File: src/rtl/or_and_sweep.sv
// or_and_sweep: two-stage pipelined AND-of-ORs evaluator with a built-in
// exhaustive sweep that counts how many input combinations give E=1.

// One OR group: reduces GROUP_W operand bits to a single term.
module or_and_sweep_grp #(
    parameter int GROUP_W = 2
) (
    input  logic [GROUP_W-1:0] bits_i,
    output logic               or_o
);
    assign or_o = |bits_i;
endmodule

module or_and_sweep #(
    parameter int N_GROUPS = 2,
    parameter int GROUP_W  = 2
) (
    input  logic                        clk,
    input  logic                        rst,
    input  logic                        mode,
    input  logic                        start,
    input  logic                        in_valid,
    input  logic [N_GROUPS*GROUP_W-1:0] in_bits,
    output logic                        out_valid,
    output logic [N_GROUPS*GROUP_W-1:0] out_bits,
    output logic                        out_e,
    output logic                        busy,
    output logic                        done,
    output logic [N_GROUPS*GROUP_W:0]   hit_count
);
    localparam int TOTAL  = N_GROUPS * GROUP_W;
    localparam int STAGES = 2;

    localparam logic [1:0] S_IDLE  = 2'd0;
    localparam logic [1:0] S_SWEEP = 2'd1;
    localparam logic [1:0] S_DRAIN = 2'd2;
    localparam logic [1:0] S_DONE  = 2'd3;

    localparam logic [TOTAL-1:0] CNT_MAX = {TOTAL{1'b1}};

    // Sweep control
    logic [1:0]       state_q, state_d;
    logic [TOTAL-1:0] cnt_q, cnt_d;
    logic             drain_q, drain_d;
    logic [TOTAL:0]   hit_q, hit_d;
    logic             busy_q, done_q;
    logic             sweep_start;

    // Operand source for stage 1
    logic [TOTAL-1:0]    src_bits;
    logic                src_vld;
    logic                src_sw;
    logic [N_GROUPS-1:0] grp_or;

    // Pipeline: vld_pipe_q[s] is the valid bit of stage s, sw_pipe_q[s]
    // marks entries that were issued by the sweep (the only ones counted).
    logic [STAGES:1]     vld_pipe_q;
    logic [STAGES:1]     sw_pipe_q;
    logic [TOTAL-1:0]    s1_bits_q;
    logic [N_GROUPS-1:0] s1_or_q;
    logic [TOTAL-1:0]    out_bits_q;
    logic                out_e_q;

    assign sweep_start = (state_q == S_IDLE) && start && mode;

    // Select the stage-1 operand: sweep counter while sweeping, otherwise
    // the external port. External operands are dropped while a sweep is
    // issuing or draining so the sweep window stays contiguous.
    always_comb begin
        src_bits = in_bits;
        src_vld  = in_valid && ((state_q == S_IDLE) || (state_q == S_DONE));
        src_sw   = 1'b0;
        if (state_q == S_SWEEP) begin
            src_bits = cnt_q;
            src_vld  = 1'b1;
            src_sw   = 1'b1;
        end else if (state_q == S_DRAIN) begin
            src_vld  = 1'b0;
        end
    end

    // Per-group OR reduction of the selected operand.
    genvar g;
    generate
        for (g = 0; g < N_GROUPS; g++) begin : g_grp
            or_and_sweep_grp #(
                .GROUP_W (GROUP_W)
            ) u_grp (
                .bits_i (src_bits[g*GROUP_W +: GROUP_W]),
                .or_o   (grp_or[g])
            );
        end
    endgenerate

    // Stage 1: capture operand, valid/sweep tags and the group-OR vector.
    always_ff @(posedge clk or posedge rst) begin
        if (rst) begin
            vld_pipe_q[1] <= 1'b0;
            sw_pipe_q[1]  <= 1'b0;
            s1_bits_q     <= '0;
            s1_or_q       <= '0;
        end else begin
            vld_pipe_q[1] <= src_vld;
            sw_pipe_q[1]  <= src_sw;
            s1_bits_q     <= src_bits;
            s1_or_q       <= grp_or;
        end
    end

    // Stage 2: AND the group terms; data holds while no valid entry arrives.
    always_ff @(posedge clk or posedge rst) begin
        if (rst) begin
            vld_pipe_q[2] <= 1'b0;
            sw_pipe_q[2]  <= 1'b0;
            out_bits_q    <= '0;
            out_e_q       <= 1'b0;
        end else begin
            vld_pipe_q[2] <= vld_pipe_q[1];
            sw_pipe_q[2]  <= vld_pipe_q[1] && sw_pipe_q[1];
            if (vld_pipe_q[1]) begin
                out_bits_q <= s1_bits_q;
                out_e_q    <= &s1_or_q;
            end
        end
    end

    // Sweep FSM next state: issue 0..2^TOTAL-1 once, then wait two cycles
    // for the pipeline to empty before signalling completion.
    always_comb begin
        state_d = state_q;
        cnt_d   = cnt_q;
        drain_d = drain_q;
        case (state_q)
            S_IDLE: begin
                if (sweep_start) begin
                    state_d = S_SWEEP;
                    cnt_d   = '0;
                end
            end
            S_SWEEP: begin
                if (cnt_q == CNT_MAX) begin
                    state_d = S_DRAIN;
                    drain_d = 1'b0;
                end else begin
                    cnt_d = cnt_q + 1'b1;
                end
            end
            S_DRAIN: begin
                if (drain_q) begin
                    state_d = S_DONE;
                end else begin
                    drain_d = 1'b1;
                end
            end
            default: begin
                state_d = S_IDLE;
            end
        endcase
    end

    // Hit counter: cleared on sweep start, counts only sweep-tagged E=1
    // results, frozen otherwise.
    always_comb begin
        hit_d = hit_q;
        if (sweep_start) begin
            hit_d = '0;
        end else if (busy_q && vld_pipe_q[2] && sw_pipe_q[2] && out_e_q) begin
            hit_d = hit_q + 1'b1;
        end
    end

    // Sweep state registers; busy/done are registered decodes of the next state.
    always_ff @(posedge clk or posedge rst) begin
        if (rst) begin
            state_q <= S_IDLE;
            cnt_q   <= '0;
            drain_q <= 1'b0;
            hit_q   <= '0;
            busy_q  <= 1'b0;
            done_q  <= 1'b0;
        end else begin
            state_q <= state_d;
            cnt_q   <= cnt_d;
            drain_q <= drain_d;
            hit_q   <= hit_d;
            busy_q  <= (state_d == S_SWEEP) || (state_d == S_DRAIN);
            done_q  <= (state_d == S_DONE);
        end
    end

    assign out_valid = vld_pipe_q[STAGES];
    assign out_bits  = out_bits_q;
    assign out_e     = out_e_q;
    assign busy      = busy_q;
    assign done      = done_q;
    assign hit_count = hit_q;

endmodule

File: config.mk
export PLATFORM = sky130hd
export DESIGN_NAME = or_and_sweep
export DESIGN_NICKNAME = d
export VERILOG_FILES = /design/src/rtl/or_and_sweep.sv
export SDC_FILE = /design/constraint.sdc
export NUM_CORES = 1
export LEC_CHECK = 0
export CAP_MARGIN = 10
export CORE_AREA = 4 4 55 57
export CTS_CLUSTER_DIAMETER = 40
export DETAILED_ROUTE_END_ITERATION = 8
export DIE_AREA = 0 0 59 61
export PLACE_DENSITY = 0.8
export SYNTH_ARGS = -nofsm -noshare
export SYNTH_HDL_FRONTEND = slang
export SYNTH_SLANG_ARGS = --single-unit
File: constraint.sdc
create_clock -name clk -period 5.17 [get_ports clk]
set_input_delay 1.551 -clock clk [delete_from_list [all_inputs] [get_ports clk]]
set_output_delay 1.551 -clock clk [all_outputs]
set_load 0.02 [all_outputs]
==> impl_metrics.yaml, run 1 <==
outcome:
  status: "finished, final reports clean"
global_routing:
  grtUsageTotal: 0.162
  grt_pass1_wl_mm: 4.29
  grt_pass1_vias: 942
  antenna_found_initial: 0
  grt_max_degree: 30
  grt_overflow_total: 0
yosys:
  synth-simple-area-share: 0.140
  synth_area_mm2: 0.00133
  synth_xor_area_frac: 0.00661
  synthAdderAreaFrac: 0.0755
  ys_seq_area_frac: 0.548
  syn_area_per_cell_um2: 11.3
  synth_ff_type: "dfrtp_1"
  synth_seq_cells: 29
  synth_mux_area_frac: 0.0661
  synth_edf_count: 0
  synth_compound_area_frac: 0.128
  synth_cells: 117
  synth_cell_types: 33
  async_flop_share: 1.00
  synth_top_family_by_area: "simple AND/OR/NAND/NOR gates"
  synth_nets: 134
  yosysWarningCount: 0
clock_tree:
  clk_pin_slew_ns: 0.10
  cts_setup_buffers: 0
  cts_root_buffer: "clkbuf_4"
  cts_tree: "done"
  post_cts_resized: 0
  h-tree-depth: 2
  holdBufCountCts: 0
  cts_buffer_depth: 2
  cts_made_buffers: 5
  clock_latency_ns: 0.32
  clkSinkCount: 29
power:
  ir_drop_uv: 335
  cellLeakagePower_uw: 0.000724
  power_density_mw_per_mm2: 552
timing:
  rsz0062_at_grt: "false"
  skew_ns: 0.00517
  period_minus_slack_ns: 2.93
  max-slew-margin-rel: 0.299
  fmax_mhz: 341
  maxSlewViolCount: 0
  hold_viol_final: 0
  post-route-period-util: 0.567
  worst_pin_slew_ns: 1.05
  tns_ns: 0
  setup_slack_ns: 2.24
  setup_violations: 0
hold_path:
  hp-class: "reg2reg"
  worstHoldStart: "sw_pipe_q[1]$_DFF_PP0_"
critical_path:
  path_class: "reg2out"
  cp-startpoint: "out_e$_DFFE_PP0P_"
  path_buf_inv: 1
  critical_path_arrival_ns: 1.38
  startpoint_type: "flip-flop"
  crit_family: "buffers and inverters"
  critPathCaptureType: "output pin"
  reg2reg_from: "state_q[0]$_DFF_PP0_"
  cp.required_ns: 3.62
  crit_fanout: 3
  crit_slowest_cell: "clkdlybuf4s50_1"
  slowest_delay_ns: 0.63
  path_cells: "clkdlybuf4s50_1"
floorplan:
  die_h_um: 61
  rows: 18
  ioPinCount: 22
  start_util: 0.535
  fp.coreArea_mm2: 0.00248
  die_area_mm2: 0.00360
  die_w_um: 59
layout:
  layout_common_cells: "29 x dfrtp_1, 21 x clkdlybuf4s50_1, 9 x o21ai_0, 9 x inv_1, 9 x a21oi_1"
  layout.nets: 159
  n_antenna_cell: 0
  drive_gt1_frac: 0.140
  layout_commonest_cell: "dfrtp_1"
  area_growth_pct: 21.8
routing:
  vias_per_cell: 5.50
  drtPass1Iterations: 4
  ant_nets: 0
  dr_total_vias: 951
  route.detailed.drc: 0
  avgRoutedWirePerCell_um: 14.4
  wl_mm: 2.50
  dr.first_iter.drc_count: 40
job:
  drv_cap: 0
placement:
  hpwl_mm: 1.83
  dpl_worst_slack_ns: 1.96
  gp_congestion: 0.883
  port_buffers: 21
-- routing by layer --
metal / track usage / vias up / part of all wire
met4: 0.0583 / 0 / 0.015
met1: 0.204 / 456 / 0.45
met5: 0 / - / 0
met3: 0.0511 / 6 / 0.048
met2: 0.263 / 25 / 0.49
li1: - / 464 / -
-- logic make-up after synthesis --
family,count (synthesis)
adder cells (fa/ha/maj),8
XOR/XNOR,1
AND/OR/NAND/NOR,31
flip-flops,29
AO/OA/AOI/OAI,28
multiplexers,8
buffers and inverters,12
-- metrics by stage --
step / std cells / hold WS [ns] / util / cell area (um2) / total power, uW
floorplan: 117 / 0.352 / - / 1330 / 628
global placement: 165 / 0.431 / 0.629 / 1560 / 743
detailed placement: 165 / 0.455 / 0.629 / 1560 / 763
CTS: 173 / 0.480 / 0.652 / 1610 / 897
global route: 173 / 0.505 / 0.652 / 1610 / 963
finish: 173 / 0.470 / 0.652 / 1610 / 891
-- sequential cells by signal (all words and copies together) (netlist names), 2 cells and up --
register and cells:
sw_pipe_q 2, out_bits 4, state_q 2, cnt_q 4, s1_bits_q 4, hit_count 5
s1_or_q 2
-- where the power goes --
group          total, uW  switching [uW]  leakage, uW  internal (uW)
Sequential           391            72.2     0.000368            319
Clock                132            80.8    0.0000310           51.2
Combinational        368             190     0.000325            179
-- synth_stat cells, types with 2 or more instances --
cell     instances  share of area
nor2_1           7          0.020
dfrtp_1         29           0.55
ha_1             8          0.076
mux2i_1          2          0.015
or3_2            2          0.011
mux2_2           6          0.051
inv_1            9          0.025
nand4_1          2         0.0094
o21ai_0          9          0.034
buf_2            2         0.0076
and2_1           2         0.0094
nand3_1          5          0.019
or2_2            2         0.0094
and3_1           2         0.0094
a21oi_1          9          0.034
nand2_1          4          0.011
-- area by class of cell --
| type | count | area, um2 |
|---|---|---|
| repair buffers | 21 | 210 |
| clock inverters | 3 | 17.5 |
| well taps | 30 | 37.5 |
| clock buffers | 5 | 37.5 |
| fillers | 209 | 863 |
| multi-input cells | 76 | 552 |
| inverters | 9 | 33.8 |
| flip-flops and latches | 29 | 726 |
-- worst paths after layout --
check	to	cells past startpoint	slack, ns
max reg2reg	busy$_DFF_PP0_	6	3.13
min reg2reg	sw_pipe_q[2]$_DFF_PP0_	1	0.47
max in group asynchronous	hit_count[2]$_DFFE_PP0P_	2	2.75
min in group asynchronous	out_bits[2]$_DFFE_PP0P_	2	1.79
max	out_e	1	2.24
min	sw_pipe_q[2]$_DFF_PP0_	1	0.47
Note: power is estimated with default switching activity, not from simulation.
==> run 2: changes to the inputs <==
CORE_AREA = 4 4 59 61   (was 4 4 55 57)
DIE_AREA = 0 0 63 65   (was 0 0 59 61)
PLACE_DENSITY = 0.73   (was 0.8)
clock period = 2.5 ns   (was 5.17 ns; I/O delays follow)
==> impl_metrics.yaml, run 2 (same netlist as run 1, synthesis figures left out) <==
outcome:
  status: "finished, final reports clean"
routing:
  ant_nets: 0
  avgRoutedWirePerCell_um: 13.6
  drtPass1Iterations: 4
  vias_per_cell: 5.29
  wl_mm: 2.42
  dr_total_vias: 941
  dr.first_iter.drc_count: 29
  route.detailed.drc: 0
clock_tree:
  cts_setup_buffers: 0
  clock_latency_ns: 0.32
  clk_pin_slew_ns: 0.09
  clkSinkCount: 29
  h-tree-depth: 2
  cts_made_buffers: 5
  cts_root_buffer: "clkbuf_4"
  cts_tree: "done"
  post_cts_resized: 0
  holdBufCountCts: 0
  cts_buffer_depth: 2
placement:
  gp_congestion: 0.890
  place_inst: 170
  port_buffers: 21
  hpwl_mm: 1.74
timing:
  rsz0062_at_grt: "false"
  fmax_mhz: 466
  setup_violations: 0
  max-slew-margin-rel: 0.554
  post-route-period-util: 0.858
  skew_ns: 0.0117
  period_minus_slack_ns: 2.15
  tns_ns: 0
  hold_viol_final: 0
  worst_pin_slew_ns: 0.669
  maxSlewViolCount: 0
critical_path:
  reg2reg_slack_ns: 0.53
  critPathCaptureType: "output pin"
  path_class: "reg2out"
  crit_fanout: 4
  reg2reg_from: "state_q[1]$_DFF_PP0_"
  path_buf_inv: 1
  cp.required_ns: 1.75
  rr_worst_depth: 5
  startpoint_type: "flip-flop"
  slowest_delay_ns: 0.63
  r2r-end: "busy$_DFF_PP0_"
  crit_family: "buffers and inverters"
  path_cells: "clkdlybuf4s50_1"
  critical_path_arrival_ns: 1.40
  crit_slowest_cell: "clkdlybuf4s50_1"
hold_path:
  hp-class: "reg2reg"
  holdPathStages: 1
  worstHoldStart: "sw_pipe_q[1]$_DFF_PP0_"
  min_to: "sw_pipe_q[2]$_DFF_PP0_"
layout:
  layout.nets: 161
  n_antenna_cell: 0
  final_cell_count_no_fill: 178
  multi_input_area_um2: 552
  area_growth_pct: 24.4
  layout_common_cells: "29 x dfrtp_1, 21 x clkdlybuf4s50_1, 9 x o21ai_0, 9 x inv_1, 9 x a21oi_1"
  fill_cells: 277
  layout_commonest_cell: "dfrtp_1"
  seq_area_um2: 726
  largest_reg_flops: 5
  drive_gt1_frac: 0.152
  final_util: 0.553
global_routing:
  grt_overflow_total: 0
  grt_pass1_vias: 909
  grt_pass1_wl_mm: 4.11
  antenna_found_initial: 0
  grt_max_degree: 30
  grtUsageTotal: 0.133
floorplan:
  die_area_mm2: 0.00410
  die_h_um: 65
  start_util: 0.445
  rows: 20
  die_w_um: 63
  ioPinCount: 22
  fp.coreArea_mm2: 0.00298
job:
  drv_cap: 0
power:
  cellLeakagePower_uw: 0.000744
  ir_drop_uv: 574
  power_density_mw_per_mm2: 1150
  power.total_uw: 1900
-- run 2: how the worst max path moves through the flow --
| stage | from | end | slack [ns] | cells after the start |
|---|---|---|---|---|
| after floorplan | state_q[0]$_DFF_PP0_ | busy$_DFF_PP0_ | 0.76 | 6 |
| after global placement | mode | busy$_DFF_PP0_ | 0.38 | 5 |
| after detailed placement | start | busy$_DFF_PP0_ | 0.32 | 5 |
| after CTS | hit_count[0]$_DFFE_PP0P_ | hit_count[0] | 0.34 | 1 |
| after global routing | hit_count[0]$_DFFE_PP0P_ | hit_count[0] | 0.30 | 1 |
| final | hit_count[0]$_DFFE_PP0P_ | hit_count[0] | 0.35 | 1 |
-- run 2: metrics by stage --
step           area, um2  hold WS [ns]  worst slack, ns
5_1_grt             1650         0.475            0.296
3_3_place_gp        1580         0.432            0.377
3_5_place_dp        1580         0.439            0.319
4_1_cts             1650         0.447            0.336
6_report            1650         0.441            0.354
2_1_floorplan       1330         0.352            0.765
-- run 2: area by class of cell --
| type | instances | share of cell area |
|---|---|---|
| tap | 33 | 0.0251 |
| timing repair buffer | 23 | 0.137 |
| inverter | 9 | 0.0205 |
| clock buffer | 7 | 0.0395 |
| sequential | 29 | 0.440 |
| multi-input combinational | 76 | 0.335 |
| clock inverter | 1 | 0.00304 |
-- run 2: where the power goes --
part           switching, uW  total (uW)  internal (uW)
combinational            387         767            381
clock                    159         321            163
sequential               151         810            659
-- run 2: per-layer routing --
layer	share of wire	up-vias	routed length [um]	global-route usage
met2	0.47	21	1130	0.208
met3	0.062	5	151	0.0520
met5	0	-	0	0
li1	-	468	-	-
met4	0.024	0	58	0.0744
met1	0.45	447	1080	0.157
==> run 3: changes to the inputs <==
CORE_AREA = 4 4 56 58   (was 4 4 59 61)
DIE_AREA = 0 0 60 62   (was 0 0 63 65)
PLACE_DENSITY = 0.78   (was 0.73)
SKIP_LAST_GASP = 1   (was not set)
clock period = 2.22 ns   (was 2.5 ns; I/O delays follow)
==> impl_metrics.yaml, run 3 (same netlist as run 1, synthesis figures left out) <==
timing:
  rsz0062_at_grt: "false"
  maxSlewViolCount: 0
  skew_ns: 0.00613
  max-slew-margin-rel: 0.562
  hold_viol_final: 0
  post-route-period-util: 0.926
  fmax_mhz: 486
  period_minus_slack_ns: 2.06
  whs_ns: 0.454
  worst_pin_slew_ns: 0.657
  setup_slack_ns: 0.164
  setup_violations: 0
  tns_ns: 0
power:
  p_sw_frac: 0.381
  p_comb_frac: 0.413
  clkPwrFrac: 0.149
  intPower_uw: 1290
  power_density_mw_per_mm2: 1280
  cellLeakagePower_uw: 0.000734
  ir_drop_uv: 838
  switchingPower_uw: 793
  seq_power_share: 0.438
placement:
  gp_congestion: 0.886
  dpl_worst_slack_ns: 0.148
  port_buffers: 21
  hpwl_mm: 1.68
  place_area_mm2: 0.00158
critical_path:
  cp.depth: 1
  critical_path_arrival_ns: 1.39
  startpoint_type: "flip-flop"
  cp.required_ns: 1.55
  crit_family: "buffers and inverters"
  crit_fanout: 3
  path_class: "reg2out"
  path_buf_inv: 1
  path_cells: "clkdlybuf4s50_1"
  rr_worst_depth: 4
  slowest_delay_ns: 0.63
  critPathCaptureType: "output pin"
  crit_slowest_cell: "clkdlybuf4s50_1"
clock_tree:
  cts_made_buffers: 5
  cts_tree: "done"
  holdBufCountCts: 0
  cts_setup_buffers: 0
  clkSinkCount: 29
  clock_latency_ns: 0.33
  cts_buffer_depth: 2
  post_cts_resized: 0
  h-tree-depth: 2
  clk_pin_slew_ns: 0.09
  cts_root_buffer: "clkbuf_4"
floorplan:
  rows: 19
  ioPinCount: 22
  die_area_mm2: 0.00372
  die_h_um: 62
  fp.coreArea_mm2: 0.00266
  start_util: 0.498
  die_w_um: 60
layout:
  area_growth_pct: 23.0
  layout.nets: 161
  n_antenna_cell: 0
  final_area_mm2: 0.00163
  largest_reg_flops: 5
  drive_gt1_frac: 0.152
  layout_common_cells: "29 x dfrtp_1, 21 x clkdlybuf4s50_1, 9 x o21ai_0, 9 x inv_1, 9 x a21oi_1"
  layout_commonest_cell: "dfrtp_1"
job:
  drv_cap: 0
hold_path:
  hp-class: "reg2reg"
  holdPathStages: 1
outcome:
  status: "finished, final reports clean"
routing:
  drtPass1Iterations: 4
  ant_nets: 0
  route.detailed.drc: 0
  dr_total_vias: 960
  avgRoutedWirePerCell_um: 13.2
  dr.first_iter.drc_count: 50
  wl_mm: 2.32
  vias_per_cell: 5.45
global_routing:
  antenna_found_initial: 0
  grt_overflow_total: 0
  grt_pass1_vias: 921
  grtUsageTotal: 0.146
  grt_max_degree: 30
  grt_pass1_wl_mm: 3.85
## run 3: power by group through the flow
| stage | Combinational (uW) | Sequential, uW | Clock [uW] |
|---|---|---|---|
| final | 860 | 911 | 311 |
| after global routing | 953 | 940 | 346 |
| after floorplan | 486 | 978 | 0 |
| after detailed placement | 855 | 922 | 0 |
| after CTS | 866 | 912 | 319 |
| after global placement | 830 | 910 | 0 |
## run 3: path summary, 6_finish.rpt
kind                                   startpoint                       end  slack (ns)
max                             out_e$_DFFE_PP0P_                     out_e        0.16
max in group asynchronous                     rst  hit_count[4]$_DFFE_PP0P_        1.27
min                        sw_pipe_q[1]$_DFF_PP0_    sw_pipe_q[2]$_DFF_PP0_        0.45
max reg2reg                  state_q[1]$_DFF_PP0_      s1_or_q[0]$_DFF_PP0_        0.27
min in group asynchronous                     rst  hit_count[0]$_DFFE_PP0P_        0.69
min reg2reg                sw_pipe_q[1]$_DFF_PP0_    sw_pipe_q[2]$_DFF_PP0_        0.45
## run 3: per-stage QoR
stage	std cells	utilization	power [uW]
finish	176	0.612	2080
global route	176	0.612	2240
CTS	176	0.612	2100
detailed placement	168	0.592	1780
global placement	168	0.592	1740
floorplan	117	-	1460
## run 3: per-layer routing
layer  routed length, um  part of all wire  global-route usage
met3                 167             0.072              0.0558
met2                1090              0.47               0.231
met1                1010              0.43               0.170
met5                   0                 0                   0
met4                  49             0.021              0.0823
## run 3: worst register-to-register path: stages, from the launching register on
cell and delay [ns]:
dfrtp_1 0.45, inv_1 0.10, ha_1 0.58, mux2_2 0.43, or2_2 0.29
## run 3: area by class of cell
type / count / area, um2
clock inverters: 3 / 17.5
multi-input cells: 76 / 552
clock buffers: 5 / 37.5
repair buffers: 23 / 225
inverters: 9 / 33.8
well taps: 31 / 38.8
fillers: 225 / 1030
flip-flops and latches: 29 / 726
